`src/rtl/dmem_arbiter_if.sv`:
```
// Bus bundle between the arbiter, its two requesters (core, debug) and the data RAM.
// slave is the arbiter's view; master is the view of everything around it.
interface dmem_arbiter_if #(
  parameter int unsigned ADDR_W = 32
);
  localparam int unsigned DATA_W = 32;
  localparam int unsigned BE_W   = 4;

  // core load/store path
  logic              core_req;
  logic              core_wr_en;
  logic [ADDR_W-1:0] core_addr;
  logic [DATA_W-1:0] core_wr_data;
  logic [BE_W-1:0]   core_byte_en;
  logic              core_stall;
  logic [DATA_W-1:0] core_rd_data;
  logic              core_rd_valid;

  // debug/loader master
  logic              dbg_req;
  logic              dbg_wr_en;
  logic [ADDR_W-1:0] dbg_addr;
  logic [DATA_W-1:0] dbg_wr_data;
  logic              dbg_gnt;
  logic [DATA_W-1:0] dbg_rd_data;
  logic              dbg_rd_valid;
  logic              dbg_halt_req;
  logic              dbg_halt_ack;

  // synchronous data RAM
  logic [ADDR_W-1:0] mem_addr;
  logic [DATA_W-1:0] mem_wr_data;
  logic [BE_W-1:0]   mem_wr_en;
  logic              mem_rd_en;
  logic [DATA_W-1:0] mem_rd_data;

  modport slave (
    input  core_req, core_wr_en, core_addr, core_wr_data, core_byte_en,
    output core_stall, core_rd_data, core_rd_valid,
    input  dbg_req, dbg_wr_en, dbg_addr, dbg_wr_data, dbg_halt_req,
    output dbg_gnt, dbg_rd_data, dbg_rd_valid, dbg_halt_ack,
    output mem_addr, mem_wr_data, mem_wr_en, mem_rd_en,
    input  mem_rd_data
  );

  modport master (
    output core_req, core_wr_en, core_addr, core_wr_data, core_byte_en,
    input  core_stall, core_rd_data, core_rd_valid,
    output dbg_req, dbg_wr_en, dbg_addr, dbg_wr_data, dbg_halt_req,
    input  dbg_gnt, dbg_rd_data, dbg_rd_valid, dbg_halt_ack,
    input  mem_addr, mem_wr_data, mem_wr_en, mem_rd_en,
    output mem_rd_data
  );
endinterface

```
`src/rtl/dmem_arbiter.sv`:
```
// Data-memory port arbiter: core has priority, debug is protected from starvation
// by a refusal counter and can take exclusive ownership through a halt handshake.
// At most one RAM access per cycle; read data is steered to whoever issued the read.
module dmem_arbiter #(
  parameter int unsigned ADDR_W       = 32,
  parameter int unsigned DBG_MAX_WAIT = 8
) (
  input logic           Clk,
  input logic           Reset,
  dmem_arbiter_if.slave bus
);
  localparam int unsigned DATA_W = 32;
  localparam int unsigned BE_W   = 4;
  localparam int unsigned WAIT_W = $clog2(DBG_MAX_WAIT + 1);
  localparam logic [WAIT_W-1:0] WAIT_MAX = WAIT_W'(DBG_MAX_WAIT);
  localparam logic [BE_W-1:0]   BE_FULL  = {BE_W{1'b1}};

  typedef enum logic [1:0] {
    ST_RUN       = 2'd0,
    ST_HALT_PEND = 2'd1,
    ST_HALTED    = 2'd2
  } halt_state_e;

  halt_state_e       state;
  logic [WAIT_W-1:0] wait_cnt;
  logic              core_rd_pend;
  logic              dbg_rd_pend;
  logic              halt_ack;

  logic              core_win_c;
  logic              dbg_win_c;
  logic [ADDR_W-1:0] addr_sel_c;
  logic [DATA_W-1:0] wdata_sel_c;
  logic [BE_W-1:0]   wr_en_sel_c;
  logic              rd_en_sel_c;

  // Pick this cycle's winner: halt locks the core out, a starved debug beats the core.
  always_comb begin
    core_win_c = 1'b0;
    dbg_win_c  = 1'b0;
    if (state != ST_RUN) begin
      dbg_win_c = bus.dbg_req;
    end else if (bus.dbg_req && (wait_cnt == WAIT_MAX)) begin
      dbg_win_c = 1'b1;
    end else if (bus.core_req) begin
      core_win_c = 1'b1;
    end else begin
      dbg_win_c = bus.dbg_req;
    end
  end

  // Steer the winner onto the RAM port; with no winner the core inputs pass through idle.
  always_comb begin
    addr_sel_c  = bus.core_addr;
    wdata_sel_c = bus.core_wr_data;
    wr_en_sel_c = '0;
    rd_en_sel_c = 1'b0;
    if (core_win_c) begin
      wr_en_sel_c = bus.core_wr_en ? bus.core_byte_en : '0;
      rd_en_sel_c = !bus.core_wr_en;
    end else if (dbg_win_c) begin
      addr_sel_c  = bus.dbg_addr;
      wdata_sel_c = bus.dbg_wr_data;
      wr_en_sel_c = bus.dbg_wr_en ? BE_FULL : '0;
      rd_en_sel_c = !bus.dbg_wr_en;
    end
  end

  // Handshake and RAM-side outputs.
  always_comb begin
    bus.core_stall    = bus.core_req && !core_win_c;
    bus.dbg_gnt       = dbg_win_c;
    bus.mem_addr      = addr_sel_c;
    bus.mem_wr_data   = wdata_sel_c;
    bus.mem_wr_en     = wr_en_sel_c;
    bus.mem_rd_en     = rd_en_sel_c;
    bus.core_rd_data  = bus.mem_rd_data;
    bus.dbg_rd_data   = bus.mem_rd_data;
    bus.core_rd_valid = core_rd_pend;
    bus.dbg_rd_valid  = dbg_rd_pend;
    bus.dbg_halt_ack  = halt_ack;
  end

  // Debug refusal counter: cleared on grant or when debug is idle, saturates at the limit.
  always_ff @(posedge Clk) begin
    if (Reset) begin
      wait_cnt <= '0;
    end else if (dbg_win_c || !bus.dbg_req) begin
      wait_cnt <= '0;
    end else if (wait_cnt != WAIT_MAX) begin
      wait_cnt <= wait_cnt + WAIT_W'(1);
    end
  end

  // Read-return tracking: a valid fires exactly one cycle after its owner's read won.
  always_ff @(posedge Clk) begin
    if (Reset) begin
      core_rd_pend <= 1'b0;
      dbg_rd_pend  <= 1'b0;
    end else begin
      core_rd_pend <= core_win_c && !bus.core_wr_en;
      dbg_rd_pend  <= dbg_win_c && !bus.dbg_wr_en;
    end
  end

  // Halt FSM; HALTED is entered only once no core read is still returning.
  always_ff @(posedge Clk) begin
    if (Reset) begin
      state    <= ST_RUN;
      halt_ack <= 1'b0;
    end else begin
      case (state)
        ST_RUN: begin
          if (bus.dbg_halt_req) begin
            state <= ST_HALT_PEND;
          end
        end
        ST_HALT_PEND: begin
          if (!bus.dbg_halt_req) begin
            state <= ST_RUN;
          end else if (!core_rd_pend) begin
            state    <= ST_HALTED;
            halt_ack <= 1'b1;
          end
        end
        ST_HALTED: begin
          if (!bus.dbg_halt_req) begin
            state    <= ST_RUN;
            halt_ack <= 1'b0;
          end
        end
        default: begin
          state    <= ST_RUN;
          halt_ack <= 1'b0;
        end
      endcase
    end
  end
endmodule

```
`src/flat_wrapper.sv`:
```
// flat-port wrapper written by rule: the top's interface ports become plain ports
module dmem_arbiter_flat 
#(
  parameter int unsigned ADDR_W       = 32,
  parameter int unsigned DBG_MAX_WAIT = 8
)
  (Clk, Reset, bus_core_req, bus_core_wr_en, bus_core_addr, bus_core_wr_data, bus_core_byte_en, bus_core_stall, bus_core_rd_data, bus_core_rd_valid, bus_dbg_req, bus_dbg_wr_en, bus_dbg_addr, bus_dbg_wr_data, bus_dbg_halt_req, bus_dbg_gnt, bus_dbg_rd_data, bus_dbg_rd_valid, bus_dbg_halt_ack, bus_mem_addr, bus_mem_wr_data, bus_mem_wr_en, bus_mem_rd_en, bus_mem_rd_data);
  dmem_arbiter_if #(.ADDR_W(ADDR_W)) bus_i ();
  input logic Clk;
  input logic Reset;
  input wire logic [$bits(bus_i.core_req)-1:0] bus_core_req;
  input wire logic [$bits(bus_i.core_wr_en)-1:0] bus_core_wr_en;
  input wire logic [$bits(bus_i.core_addr)-1:0] bus_core_addr;
  input wire logic [$bits(bus_i.core_wr_data)-1:0] bus_core_wr_data;
  input wire logic [$bits(bus_i.core_byte_en)-1:0] bus_core_byte_en;
  output wire logic [$bits(bus_i.core_stall)-1:0] bus_core_stall;
  output wire logic [$bits(bus_i.core_rd_data)-1:0] bus_core_rd_data;
  output wire logic [$bits(bus_i.core_rd_valid)-1:0] bus_core_rd_valid;
  input wire logic [$bits(bus_i.dbg_req)-1:0] bus_dbg_req;
  input wire logic [$bits(bus_i.dbg_wr_en)-1:0] bus_dbg_wr_en;
  input wire logic [$bits(bus_i.dbg_addr)-1:0] bus_dbg_addr;
  input wire logic [$bits(bus_i.dbg_wr_data)-1:0] bus_dbg_wr_data;
  input wire logic [$bits(bus_i.dbg_halt_req)-1:0] bus_dbg_halt_req;
  output wire logic [$bits(bus_i.dbg_gnt)-1:0] bus_dbg_gnt;
  output wire logic [$bits(bus_i.dbg_rd_data)-1:0] bus_dbg_rd_data;
  output wire logic [$bits(bus_i.dbg_rd_valid)-1:0] bus_dbg_rd_valid;
  output wire logic [$bits(bus_i.dbg_halt_ack)-1:0] bus_dbg_halt_ack;
  output wire logic [$bits(bus_i.mem_addr)-1:0] bus_mem_addr;
  output wire logic [$bits(bus_i.mem_wr_data)-1:0] bus_mem_wr_data;
  output wire logic [$bits(bus_i.mem_wr_en)-1:0] bus_mem_wr_en;
  output wire logic [$bits(bus_i.mem_rd_en)-1:0] bus_mem_rd_en;
  input wire logic [$bits(bus_i.mem_rd_data)-1:0] bus_mem_rd_data;
  assign bus_i.core_req = bus_core_req;
  assign bus_i.core_wr_en = bus_core_wr_en;
  assign bus_i.core_addr = bus_core_addr;
  assign bus_i.core_wr_data = bus_core_wr_data;
  assign bus_i.core_byte_en = bus_core_byte_en;
  assign bus_core_stall = bus_i.core_stall;
  assign bus_core_rd_data = bus_i.core_rd_data;
  assign bus_core_rd_valid = bus_i.core_rd_valid;
  assign bus_i.dbg_req = bus_dbg_req;
  assign bus_i.dbg_wr_en = bus_dbg_wr_en;
  assign bus_i.dbg_addr = bus_dbg_addr;
  assign bus_i.dbg_wr_data = bus_dbg_wr_data;
  assign bus_i.dbg_halt_req = bus_dbg_halt_req;
  assign bus_dbg_gnt = bus_i.dbg_gnt;
  assign bus_dbg_rd_data = bus_i.dbg_rd_data;
  assign bus_dbg_rd_valid = bus_i.dbg_rd_valid;
  assign bus_dbg_halt_ack = bus_i.dbg_halt_ack;
  assign bus_mem_addr = bus_i.mem_addr;
  assign bus_mem_wr_data = bus_i.mem_wr_data;
  assign bus_mem_wr_en = bus_i.mem_wr_en;
  assign bus_mem_rd_en = bus_i.mem_rd_en;
  assign bus_i.mem_rd_data = bus_mem_rd_data;
  dmem_arbiter #(.ADDR_W(ADDR_W), .DBG_MAX_WAIT(DBG_MAX_WAIT)) u_core (.Clk(Clk), .Reset(Reset), .bus(bus_i));
endmodule
```
`config.mk`:
```
export PLATFORM = sky130hd
export DESIGN_NAME = dmem_arbiter_flat
export DESIGN_NICKNAME = d
export VERILOG_FILES = /design/src/rtl/dmem_arbiter_if.sv /design/src/rtl/dmem_arbiter.sv /design/src/flat_wrapper.sv
export SDC_FILE = /design/constraint.sdc
export NUM_CORES = 1
export LEC_CHECK = 0
export ABC_AREA = 1
export BUFFER_PORTS_ARGS = -buffer_cell sky130_fd_sc_hd__buf_2
export CAP_MARGIN = 30
export CELL_PAD_IN_SITES_DETAIL_PLACEMENT = 0
export CELL_PAD_IN_SITES_GLOBAL_PLACEMENT = 1
export CORE_AREA = 2 2 119 121
export CTS_BUF_LIST = sky130_fd_sc_hd__clkbuf_4 sky130_fd_sc_hd__clkbuf_8 sky130_fd_sc_hd__clkbuf_16
export CTS_CLUSTER_SIZE = 10
export DETAILED_ROUTE_END_ITERATION = 16
export DIE_AREA = 0 0 121 123
export GPL_TIMING_DRIVEN = 0
export HOLD_SLACK_MARGIN = 0.02
export PLACE_DENSITY_LB_ADDON = 0.1
export SKIP_CTS_REPAIR_TIMING = 1
export SYNTH_ARGS = -nofsm -noshare
export SYNTH_HDL_FRONTEND = slang
export SYNTH_SLANG_ARGS = --single-unit
```
`constraint.sdc`:
```
create_clock -name Clk -period 2 [get_ports Clk]
set_clock_uncertainty 0.1 [all_clocks]
set_input_delay 0.3 -clock Clk [delete_from_list [all_inputs] [get_ports Clk]]
set_output_delay 0.3 -clock Clk [all_outputs]
set_load 0.05 [all_outputs]
```
# Word level (Yosys, flattened, before mapping)
# Cells that the tools add are included.
[word_totals] register_bits=9 inputBits=171 out_inout_bits=138 word_cells=55
[op_classes] n_addsub=1 n_eq_ne=9 mux=25 bitwise_logic=1 reduce_logical=14
[op_table] operator="$mux 32" n=4
[op_table] operator="$mux 4" n=4
[op_table] operator="$mux 1" n=11
[op_table] operator="$mux 2" n=4
[op_table] operator="$ne 2x2->1 const B" n=4
[op_table] operator="$pmux 2 s3" n=1
[op_table] operator="$add 4x1->4 const B" n=1
[op_table] operator="$eq 4x4->1 const B" n=1
[op_table] operator="$logic_and 1x1->1" n=4
[op_table] operator="$logic_not 1->1" n=4
[op_table] operator="$ne 4x4->1 const B" n=1
[op_table] operator="$reduce_and 4->1" n=1
[op_table] operator="$ne 3x3->1 const B" n=1
[op_table] operator="$pmux 1 s3" n=1
[op_table] operator="$reduce_and 3->1" n=1
[op_table] operator="$eq 2x1->1 const B" n=1
[op_table] operator="$eq 2x2->1 const B" n=1
[op_table] operator="$logic_not 2->1" n=1
[op_table] operator="$reduce_bool 2->1" n=1
[op_table] operator="$reduce_or 2->1" n=1
[op_table] operator="$logic_or 1x1->1" n=1
[op_table] operator="$not 1->1" n=1

# Depth between registers and ports, before layout
[depth] ltp_word=6 mapped_depth=8 depth_no_buf=6

# Worst setup path after synthesis
# No wires, ideal clock.
[synth_timing] path_kind="register to output" from="register u_core.wait_cnt[0]" to="output port bus_core_stall" arrival_time_ns=1.737 t_required_ns=1.600 slack_ns=-0.137 path_stages_with_launch=6 path_buffers=1 cell_sequence="dfxtp_1 -> inv_1 -> ha_1 -> nand4_2 -> clkbuf_1 -> a21oi_1"
[synth_via] elab_chain_len=6
[synth_rtl] element="start, declared" line="dmem_arbiter.sv:25" source="logic [WAIT_W-1:0] wait_cnt;"
[synth_rtl] element="start signal, assigned" line="dmem_arbiter.sv:91" source="wait_cnt <= wait_cnt + WAIT_W'(1);"
[synth_rtl] element="$eq 4x4->1" line="dmem_arbiter.sv:43" source="end else if (bus.dbg_req && (wait_cnt == WAIT_MAX)) begin"
[synth_rtl] element="$logic_and 1x1->1" line="dmem_arbiter.sv:43"
[synth_rtl] element="$mux 1" line="dmem_arbiter.sv:43"
[synth_rtl] element="$mux 1" line="dmem_arbiter.sv:41" source="if (state != ST_RUN) begin"
[synth_rtl] element="$logic_not 1->1" line="dmem_arbiter.sv:71" source="bus.core_stall = bus.core_req && !core_win_c;"
[synth_rtl] element="$logic_and 1x1->1" line="dmem_arbiter.sv:71"
[synth_rtl] element="end, declared" line="flat_wrapper.sv:16" source="output wire logic [$bits(bus_i.core_stall)-1:0] bus_core_stall;"
# No other way between the ends.

# Worst setup path in the final report
[layout_timing] from="register u_core.wait_cnt[1]" to="output port bus_mem_wr_data[5]"
[layout_via] elab_chain_len=6 word_cells_on_any_way=8 cone_classes="1 x eq/ne; 6 x mux; 1 x reduce/logical"
[layout_rtl] element="$eq 4x4->1 *" line="dmem_arbiter.sv:43"
[layout_rtl] element="$logic_and 1x1->1 *" line="dmem_arbiter.sv:43"
[layout_rtl] element="$mux 1" line="dmem_arbiter.sv:43"
[layout_rtl] element="$mux 1" line="dmem_arbiter.sv:41"
[layout_rtl] element="$mux 32" line="dmem_arbiter.sv:61" source="end else if (dbg_win_c) begin"
[layout_rtl] element="$mux 32 *" line="dmem_arbiter.sv:58" source="if (core_win_c) begin"
[layout_rtl] element="end, declared" line="flat_wrapper.sv:29" source="output wire logic [$bits(bus_i.mem_wr_data)-1:0] bus_mem_wr_data;"
# Mark *: on every way between the ends. The rest lies on a longest branch, timed or not.

==> results.toml <==
[run_status]
outcome = "finished with violations"
violations = "setup timing"

[worst_hold_path]
hp-class = "input port to flip-flop"

[power]
power_mw = 2.33
power_leakage_nw = 2.59
p_per_area_nw_per_um2 = 526
ir_drop_mv = 0.274

[floorplanning]
row_count = 43
die_x_um = 121
coreArea_um2 = 13600
start_util = 0.138
io_pins = 309
die_h_um = 123
dieArea_um2 = 14900

[sta]
tightestPinTransition_ns = 0.277
relSlewSlack = 0.815
setup_slack_ns = -0.0884
period_minus_slack_ns = 2.09
hold_viol = 0
tns_ns = -2.51
fmax_ghz = 0.479
period_share = 1.04
setup_viol = 58
rsz0062_at_grt = "true"
finalMaxSlewViolations = 0

[finish]
layout-drive-gt1-share = 0.697
finalNonFillerCells = 814
areaGrowthSynthToFinish_pct = 137
layout.nets = 808
final_cell_area_um2 = 4440
n_antenna_cell = 0

[cts]
h-tree-depth = 1
cts_tree = "yes"
cts_root_buffer = "clkbuf_16"
cts.sinks = 9
worstSkewPairLatency_ns = 0.24
clk_pin_slew_ns = 0.04
cts_buffers = 3
ctsLongestPathBuffers = 2

[grt]
grt_use_total = 0.111
grt_max_degree = 11
grt_pass1_vias = 2695
grt_first_pass_wirelength_um = 13200
grt.overflow.total = 0
antenna_found_initial = 0

[placed_design]
preCtsSetupSlack_ns = -0.397
place_hpwl_um = 8150
numPortBuffers = 276
place_congestion = 0.730
place_inst = 801
placedInstanceArea_um2 = 3510

[critical_path]
startpoint_type = "flip-flop"
crit_path_start = "u_core.wait_cnt[1]"
required_ns = 1.60
reg2reg_depth = 6
ff2ff_setup_slack_ns = 0.67
r2r_end = "u_core.bus.core_rd_valid"
rr_startpoint = "u_core.wait_cnt[1]"
crit_fanout = 8
worstPathArrival_ns = 1.69
setup.worst_path.end = "bus_mem_wr_data[5]"
critPathKind = "flip-flop to primary output"
crit_path_end_kind = "primary output"

[synth]
synth_flop_cell = "dfxtp_1"
synthArstFlopShare = 0
syn-cell-area_um2 = 1870
yosys.area.top_type = "nand2_1"
synth-edff-count = 0
ys_warn_count = 0
ys_ff_latch = 9
seq_area_frac_synth = 0.0962
synth_cell_types = 18
syn_area_per_cell_um2 = 5.43
synthCells = 345
syn-num-nets = 518
synth_area_leaders = "nand2_1, buf_4, nand3_1"
synth_top_area_share = 0.293

[detailed_routing]
drt_pass1_iterations = 4
remaining_drc_errors = 0
wl_per_cell_um = 12.4
drt_wl_total_um = 10100
dr_total_vias = 3122
drt_iter0_markers = 89
via_per_inst = 3.84
final_antenna_net_count = 0

[run]
maxCapViolCount = 0
-- routing by layer --
layer	GRT usage	wire length [um]
met5	0	0
met1	0.122	3570
met4	0.0203	103
met2	0.225	5660
met3	0.0134	736
-- worst max-delay path, stage by stage, from the launching register on --
cell and delay, ns:
dfxtp_2 0.33, inv_2 0.07, ha_4 0.15, nand4_4 0.14, nand2_4 0.16, buf_12 0.17, clkbuf_16 0.17, nand2_2 0.05
nand2_2 0.07, buf_8 0.15
-- synthesized netlist by cell type, types with 2 or more instances --
cell        n
buf_2      11
nor2_1     10
buf_6       3
nand3b_1    5
a21oi_1     4
inv_1      10
dfxtp_1     9
buf_4      65
nand3_1    68
nand2_1   146
ha_1        2
clkbuf_1    6
-- area by class of cell --
type,instances,area (um^2)
buffer,85,693
clock buffer,4,82.6
fill,1503,9170
inverter,10,37.5
multi-input combinational,241,1270
sequential,9,183
tap,180,225
timing repair buffer,285,1950
-- stage by stage --
stage / hold slack [ns] / utilization
5_1_grt: 0.208 / 0.326
3_3_place_gp: 0.339 / 0.258
6_report: 0.194 / 0.326
3_5_place_dp: 0.342 / 0.258
2_1_floorplan: 0.272 / -
4_1_cts: 0.192 / 0.264
-- layout by cell type, fill, tap and decap left out, drive strengths merged --
cell type,synthesis,routed
nand2,146,146
or2,1,1
xor2,1,1
buf,79,348
nand4,2,2
nand3b,5,5
nor4,1,1
dfxtp,9,9
clkbuf,6,26
nand3,68,68
ha,2,2
nor2,10,10
inv,10,10
a21oi,4,4
o21bai,1,1
-- cells by family (layout without fill, tap and decap cells) --
kind of cell | count (synthesis) | in the layout | synth area share
AOI/OAI and AO/OA | 5 | 5 | 0.0147
DFF | 9 | 9 | 0.0962
xor gates and xnor gates | 1 | 1 | 0.00468
and+or+nand+nor | 233 | 233 | 0.531
buffers and inverters | 95 | 384 | 0.340
adders and majority gates | 2 | 2 | 0.0134
-- state kept, by name, indices dropped and copies added (netlist names) --
signal                    count
u_core.bus.dbg_halt_ack       1
u_core.bus.core_rd_valid      1
u_core.bus.dbg_rd_valid       1
u_core.state                  2
u_core.wait_cnt               4
-- worst min path at each step --
stage / start / endpoint / slack, ns / cells past startpoint
6_report: Reset / u_core.bus.dbg_rd_valid / 0.19 / 2
5_1_grt: Reset / u_core.bus.dbg_rd_valid / 0.21 / 2
4_1_cts: Reset / u_core.bus.dbg_rd_valid / 0.19 / 2
3_5_place_dp: u_core.state[1] / u_core.state[0] / 0.34 / 1
3_3_place_gp: u_core.bus.dbg_halt_ack / u_core.bus.dbg_halt_ack / 0.34 / 2
2_1_floorplan: Reset / u_core.bus.core_rd_valid / 0.27 / 1
-- where the power goes --
| group | internal (mW) | switching [mW] | total [mW] |
|---|---|---|---|
| clock network | 0.280 | 0.0923 | 0.373 |
| logic | 0.651 | 1.12 | 1.77 |
| registers | 0.187 | 0.00449 | 0.191 |
| total | 1.12 | 1.22 | 2.33 |
Note: power is estimated with default switching activity, not from simulation.
